File: src/rtl/riscv_mem_pkg.sv
// Shared memory-access definitions for the core controller and the load/store
// byte bridge.
//   MEM_*          : size codes carried on MemWrite / ResultSrc
//   bridge_state_t : byte bridge state encoding
//   last_beat()    : index of the final byte beat for a size code
package riscv_mem_pkg;

   localparam logic [1:0] MEM_NONE = 2'b00;
   localparam logic [1:0] MEM_W    = 2'b01;
   localparam logic [1:0] MEM_H    = 2'b10;
   localparam logic [1:0] MEM_B    = 2'b11;

   typedef enum logic [1:0] {
      BR_IDLE = 2'd0,
      BR_BEAT = 2'd1,
      BR_DONE = 2'd2
   } bridge_state_t;

   function automatic logic [1:0] last_beat(input logic [1:0] size);
      logic [1:0] lb;
      case (size)
         MEM_W:   lb = 2'd3;
         MEM_H:   lb = 2'd1;
         default: lb = 2'd0;
      endcase
      return lb;
   endfunction

endpackage

File: src/rtl/lsu_load_extend.sv
// Load data extension: sign- or zero-extends assembled load bytes to 32 bits.
//   raw_data    in  32  assembled little-endian load bytes
//   size        in   2  MEM_W / MEM_H / MEM_B
//   is_unsigned in   1  1 = zero-extend, 0 = sign-extend
//   ext_data    out 32  extended result (word passes through)
module lsu_load_extend
   import riscv_mem_pkg::*;
(
   input  logic [31:0] raw_data,
   input  logic [1:0]  size,
   input  logic        is_unsigned,
   output logic [31:0] ext_data
);

   always_comb begin
      ext_data = raw_data;
      case (size)
         MEM_B:   ext_data = {{24{~is_unsigned & raw_data[7]}},  raw_data[7:0]};
         MEM_H:   ext_data = {{16{~is_unsigned & raw_data[15]}}, raw_data[15:0]};
         default: ext_data = raw_data;
      endcase
   end

endmodule

File: src/rtl/lsu_byte_bridge.sv
// Load/store bridge: splits a core data access into 1/2/4 little-endian byte
// beats on an 8-bit req/ack bus, stalls the core meanwhile and returns the
// extended load data with a one-cycle done pulse. A per-beat timeout aborts a
// beat that is never acknowledged and flags err.
//   clk, reset (async, active-low)
//   core side : mem_req, MemWrite, ResultSrc, load_unsigned, addr, wdata
//               -> stall, done, rdata, err
//   bus side  : bus_req, bus_we, bus_addr, bus_wdata <- bus_ack, bus_rdata
//
// state   | meaning
// IDLE    | waiting for a core access
// BEAT    | bus_req high for byte beat beat_q, waiting for ack or timeout
// DONE    | done pulse, rdata/err presented, then back to IDLE
module lsu_byte_bridge
   import riscv_mem_pkg::*;
#(
   parameter int unsigned TIMEOUT = 64
) (
   input  logic        clk,
   input  logic        reset,
   input  logic        mem_req,
   input  logic [1:0]  MemWrite,
   input  logic [1:0]  ResultSrc,
   input  logic        load_unsigned,
   input  logic [31:0] addr,
   input  logic [31:0] wdata,
   output logic        stall,
   output logic        done,
   output logic [31:0] rdata,
   output logic        err,
   output logic        bus_req,
   output logic        bus_we,
   output logic [31:0] bus_addr,
   output logic [7:0]  bus_wdata,
   input  logic        bus_ack,
   input  logic [7:0]  bus_rdata
);

   localparam int unsigned    TW       = (TIMEOUT > 0) ? $clog2(TIMEOUT + 1) : 1;
   localparam logic [TW-1:0]  TMO_LOAD = TW'(TIMEOUT);
   localparam bit             TMO_EN   = (TIMEOUT != 0);

   bridge_state_t state_q, state_d;
   logic [31:0]   addr_q, addr_d;
   logic [31:0]   wdata_q, wdata_d;
   logic [31:0]   data_q, data_d;
   logic [1:0]    size_q, size_d;
   logic [1:0]    beat_q, beat_d;
   logic [TW-1:0] tmo_q, tmo_d;
   logic          uns_q, uns_d;
   logic          we_q, we_d;
   logic          err_q, err_d;

   logic          op_present;
   logic          accept;
   logic [31:0]   ext_data;

   assign op_present = (MemWrite != MEM_NONE) | (ResultSrc != MEM_NONE);
   assign accept     = mem_req & op_present;

   lsu_load_extend u_extend (
      .raw_data    (data_q),
      .size        (size_q),
      .is_unsigned (uns_q),
      .ext_data    (ext_data)
   );

   always_ff @(posedge clk or negedge reset) begin
      if (!reset) begin
         state_q <= BR_IDLE;
         addr_q  <= '0;
         wdata_q <= '0;
         data_q  <= '0;
         size_q  <= MEM_NONE;
         beat_q  <= '0;
         tmo_q   <= '0;
         uns_q   <= 1'b0;
         we_q    <= 1'b0;
         err_q   <= 1'b0;
      end else begin
         state_q <= state_d;
         addr_q  <= addr_d;
         wdata_q <= wdata_d;
         data_q  <= data_d;
         size_q  <= size_d;
         beat_q  <= beat_d;
         tmo_q   <= tmo_d;
         uns_q   <= uns_d;
         we_q    <= we_d;
         err_q   <= err_d;
      end
   end

   // An ack on the same cycle the timer expires still completes the beat.
   always_comb begin
      state_d = state_q;
      case (state_q)
         BR_IDLE: if (accept) state_d = BR_BEAT;
         BR_BEAT: begin
            if (bus_ack) begin
               if (beat_q == last_beat(size_q)) state_d = BR_DONE;
            end else if (TMO_EN && tmo_q == '0) begin
               state_d = BR_DONE;
            end
         end
         BR_DONE: state_d = BR_IDLE;
         default: state_d = BR_IDLE;
      endcase
   end

   // The timer is a down-counter reloaded per beat; reaching zero with no
   // ack means TIMEOUT+1 request cycles have elapsed on this beat.
   always_comb begin
      addr_d  = addr_q;
      wdata_d = wdata_q;
      data_d  = data_q;
      size_d  = size_q;
      beat_d  = beat_q;
      tmo_d   = tmo_q;
      uns_d   = uns_q;
      we_d    = we_q;
      err_d   = err_q;
      case (state_q)
         BR_IDLE: begin
            if (accept) begin
               addr_d  = addr;
               wdata_d = wdata;
               uns_d   = load_unsigned;
               we_d    = (MemWrite != MEM_NONE);
               size_d  = (MemWrite != MEM_NONE) ? MemWrite : ResultSrc;
               beat_d  = '0;
               tmo_d   = TMO_LOAD;
               data_d  = '0;
               err_d   = 1'b0;
            end
         end
         BR_BEAT: begin
            if (bus_ack) begin
               if (!we_q) data_d[{beat_q, 3'b000} +: 8] = bus_rdata;
               beat_d = beat_q + 2'd1;
               tmo_d  = TMO_LOAD;
            end else if (TMO_EN) begin
               if (tmo_q == '0) err_d = 1'b1;
               else             tmo_d = tmo_q - 1'b1;
            end
         end
         default: ;
      endcase
   end

   always_comb begin
      done      = (state_q == BR_DONE);
      err       = done & err_q;
      bus_req   = (state_q == BR_BEAT);
      bus_we    = bus_req & we_q;
      bus_addr  = bus_req ? (addr_q + {30'd0, beat_q}) : '0;
      bus_wdata = bus_we ? wdata_q[{beat_q, 3'b000} +: 8] : '0;
      rdata     = (done & ~we_q & ~err_q) ? ext_data : '0;
      stall     = accept & ~done;
   end

endmodule

File: config.mk
export PLATFORM = sky130hd
export DESIGN_NAME = lsu_byte_bridge
export DESIGN_NICKNAME = d
export VERILOG_FILES = /design/src/rtl/riscv_mem_pkg.sv /design/src/rtl/lsu_load_extend.sv /design/src/rtl/lsu_byte_bridge.sv
export SDC_FILE = /design/constraint.sdc
export NUM_CORES = 1
export LEC_CHECK = 0
export ABC_AREA = 0
export CAP_MARGIN = 20
export CORE_UTILIZATION = 45
export DETAILED_ROUTE_END_ITERATION = 7
export GPL_ROUTABILITY_DRIVEN = 0
export MAX_ROUTING_LAYER = met4
export PLACE_DENSITY = 0.82
export RECOVER_POWER = 25
export SLEW_MARGIN = 0
export SYNTH_ARGS = -nofsm -noshare
export SYNTH_HDL_FRONTEND = slang
export SYNTH_SLANG_ARGS = --single-unit
File: constraint.sdc
create_clock -name clk -period 2.57 [get_ports clk]
set_clock_uncertainty 0.1 [all_clocks]
set_input_delay 0.514 -clock clk [delete_from_list [all_inputs] [get_ports clk]]
set_output_delay 0.514 -clock clk [all_outputs]
set_load 0.02 [all_outputs]
==> metrics.csv <==
metric,value,unit
# setup viols final,35,
CP bufs+invs,3,
routed wire length,19240,um
CTS buffer count,9,
GR Util All Layers,26.93,%
largest net degree at the start of global routing,47,
Die Area,14220,sq um
number of enable flip-flop cells after synthesis,0,
clock sink total,112,
cell family with most CP delay,simple AND/OR/NAND/NOR gates,
"Top FF cell, synth",dfrtp_1,
H-tree levels,3,
WL per Instance,18.81,um
Critical R2R Capture,data_q[24]$_DFFE_PN0P_,
clk_lat worst skew,0.36,ns
CP max stage delay,0.40,ns
port bufs,157,
PwrDens,1145,nW/um^2
drt first pass iters,5,
Final Hold Vio Count,0,
count of cell types in the netlist,46,
asr flop ratio synth,100.0,%
crit path capture type,primary output,
Simple-Gate Fraction of Synth Area,16.29,%
fin cells,1023,
Iteration-0 DRC Markers,448,
post-route setup TNS,-10.78,ns
HP Class,in2async,
Mapped Nets,694,
"top cells by area, synth","dfrtp_1 (45%), mux2_2 (12%), mux2i_1 (5.2%)",
largest family of logic cells by synthesized area,multiplexers,
"Seq/Total Area, Yosys",45.32,%
clk buf depth,2,
"Cell Area, Synth",6185,sq um
share of cells above drive strength 1,38.61,%
pre-CTS WS,-0.6504,ns
fill count,910,
worst r2r src,beat_q[1]$_DFFE_PN0P_,
Final Cycle Share,121.6,%
R2R Setup Slk,0.29,ns
post-synth top area cell,dfrtp_1,
CP Cell Sequence,buf_4 -> buf_8 -> fa_2 -> and4_4 -> nand4_1 -> or3_1 -> a21oi_1 -> buf_4,
clock-pin slew on the worst setup and hold paths,0.08,ns
"slowest stage cell, crit path",dfrtp_1,
area grow syn2layout,52.78,%
RSZ-0062 raised after global routing,true,
Placed Area,8830,sq um
DP HPWL,12940,um
DRC Markers,0,
Mean Syn Cell Area,10.29,sq um
adder-cell share of the synthesized area,2.549,%
mux share of post-synthesis cell area,19.93,%
CTS tree,yes,
die width,119.2,um
global-route wire length before repair,28970,um
ANT nets after route,0,
Initial Util,46.33,%
number of global-route vias before repair,5764,
initial antenna violation count,0,
Via density,5.708,
GR Overflow Total,0,
minimum clock period,3.124,ns
XOR/XNOR Fraction of Synth Area,1.699,%
total number of vias,5839,
design area,9449,sq um
Crit Path Max Fanout,5,
diode count,0,
top cell type's share of synthesized area,45.32,%
maxcap violations,0,
status,"finished, violations left",
Peak VDD IR,0.0008942,V
Final WS setup,-0.5543,ns
Core ar.,13350,sq um
crit start category,flop,
required time of the critical path,1.96,ns
placed cell count,994,
CP dominant cell by count,buf_4,
Synth warnings,0,
FF-to-FF path depth,10,
Pleak,4.190,nW
CTS Root Buffer Type,clkbuf_16,
Synth Instances,601,
violated checks,setup timing,
Compound-Gate Fraction of Synth Area,9.225,%
critical path class,reg2out,
Final nets,935,
Worst EP arrival,2.51,ns
FP Rows,42,
fmax,0.3201,GHz
Worst Tran Pin Value,1.123,ns
Worst slew margin,25.13,%
final core occ,70.79,%
number of max-slew violations in the final report,0,
# IOs,158,
Chip Height,119.2,um
number of synthesized register bits,112,
state kept, by name (all words and copies together) (netlist names), 2 cells and up:
register	count
tmo_q	7
state_q	2
beat_q	2
size_q	2
wdata_q	32
data_q	32
addr_q	32
cells in the mapped netlist (8+ instances only):
cell type  instances
dfrtp_1          112
o21a_1            16
a21oi_1           36
nand2_1           68
o21ai_0           23
or3_1             15
ha_1              11
mux2_2            65
clkbuf_1          18
nand3_1           12
mux2i_1           32
buf_2             13
and3_1            13
inv_1             45
or4_1             13
o31ai_1           10
nor2_1            22
mux4_2             8
repair_timing:
| action | CTS | global route |
|---|---|---|
| setup endpoints to repair | 80 | 73 |
| gates cloned | 0 | 2 |
| pin swaps | 11 | 26 |
| hold endpoints to repair | 0 | 0 |
| setup buffers | 6 | 7 |
| resized for setup | 266 | 110 |
| hold buffers | 0 | 0 |
cells by family after synthesis:
group | count (synthesis)
multiplexers | 105
XOR/XNOR | 12
adder cells (fa/ha/maj) | 12
flip-flops | 112
AO/OA/AOI/OAI | 95
buffers and inverters | 78
AND/OR/NAND/NOR | 187
stage by stage:
stage | hold slack, ns | power, mW
3_5_place_dp | 0.3898 | 8.879
4_1_cts | 0.05052 | 10.31
6_report | 0.2213 | 10.82
2_1_floorplan | 0.1184 | 6.302
3_3_place_gp | 0.3823 | 8.649
5_1_grt | 0.3048 | 11.37
layout by cell type (no fill, tap or decap), types with 4 or more instances in the layout:
| cell | Yosys | routed |
|---|---|---|
| clkbuf_2 | 0 | 11 |
| inv_1 | 45 | 45 |
| a21o_1 | 4 | 4 |
| nand3_1 | 12 | 8 |
| nand4_1 | 7 | 7 |
| buf_4 | 0 | 104 |
| nand2_1 | 68 | 67 |
| clkbuf_16 | 0 | 10 |
| and3_1 | 13 | 13 |
| buf_12 | 0 | 8 |
| a21oi_4 | 0 | 12 |
| clkdlybuf4s50_1 | 0 | 79 |
| xor2_1 | 6 | 6 |
| a21oi_2 | 0 | 7 |
| buf_6 | 0 | 33 |
| buf_2 | 13 | 5 |
| mux2_2 | 65 | 65 |
| o31ai_1 | 10 | 4 |
| nor2_1 | 22 | 22 |
| dlygate4sd2_1 | 0 | 12 |
| o21ai_0 | 23 | 21 |
| o21a_1 | 16 | 16 |
| xnor2_1 | 6 | 5 |
| nand2b_1 | 6 | 4 |
| ha_1 | 11 | 7 |
| o31ai_2 | 0 | 5 |
| or3_4 | 0 | 5 |
| mux4_2 | 8 | 8 |
| dfrtp_1 | 112 | 111 |
| and2_1 | 5 | 5 |
| or3_1 | 15 | 9 |
| a21oi_1 | 36 | 17 |
| clkdlybuf4s15_1 | 0 | 5 |
| or4_4 | 0 | 12 |
| mux2i_1 | 32 | 32 |
power by group:
part	total [mW]	internal [mW]	leakage [nW]	switching, mW
combinational	6.43	3.14	2.64	3.28
sequential	2.91	2.46	1.40	0.451
clock	1.48	0.796	0.151	0.682
total	10.8	6.40	4.19	4.42
layout make-up:
cell class | count | area, sq um | area share, %
repair buffers | 262 | 2416 | 25.57
inverters | 45 | 168.9 | 1.788
clock inverters | 6 | 71.32 | 0.7548
multi-input cells | 412 | 3530 | 37.35
clock buffers | 10 | 239.0 | 2.529
well taps | 176 | 220.2 | 2.331
flip-flops and latches | 112 | 2804 | 29.67
metal layers:
metal | track usage [%] | wire (um) | vias up
li1 | - | - | 2597
met1 | 33.77 | 7775 | 2848
met2 | 44.04 | 9466 | 314
met3 | 4.646 | 1325 | 80
met4 | 9.256 | 675 | 0
met5 | - | 0 | -
worst max path at each step:
stage	start	endpoint	slack [ns]	cells after the start
final	beat_q[1]$_DFFE_PN0P_	bus_addr[18]	-0.55	8
after global routing	beat_q[1]$_DFFE_PN0P_	bus_addr[18]	-0.61	8
after CTS	beat_q[1]$_DFFE_PN0P_	bus_addr[19]	-0.55	7
after detailed placement	beat_q[1]$_DFFE_PN0P_	bus_addr[28]	-0.65	7
after global placement	addr_q[1]$_DFFE_PN0P_	bus_addr[19]	-0.64	7
after floorplan	beat_q[1]$_DFFE_PN0P_	bus_addr[19]	-0.10	6
(Power assumes the default switching activity.)
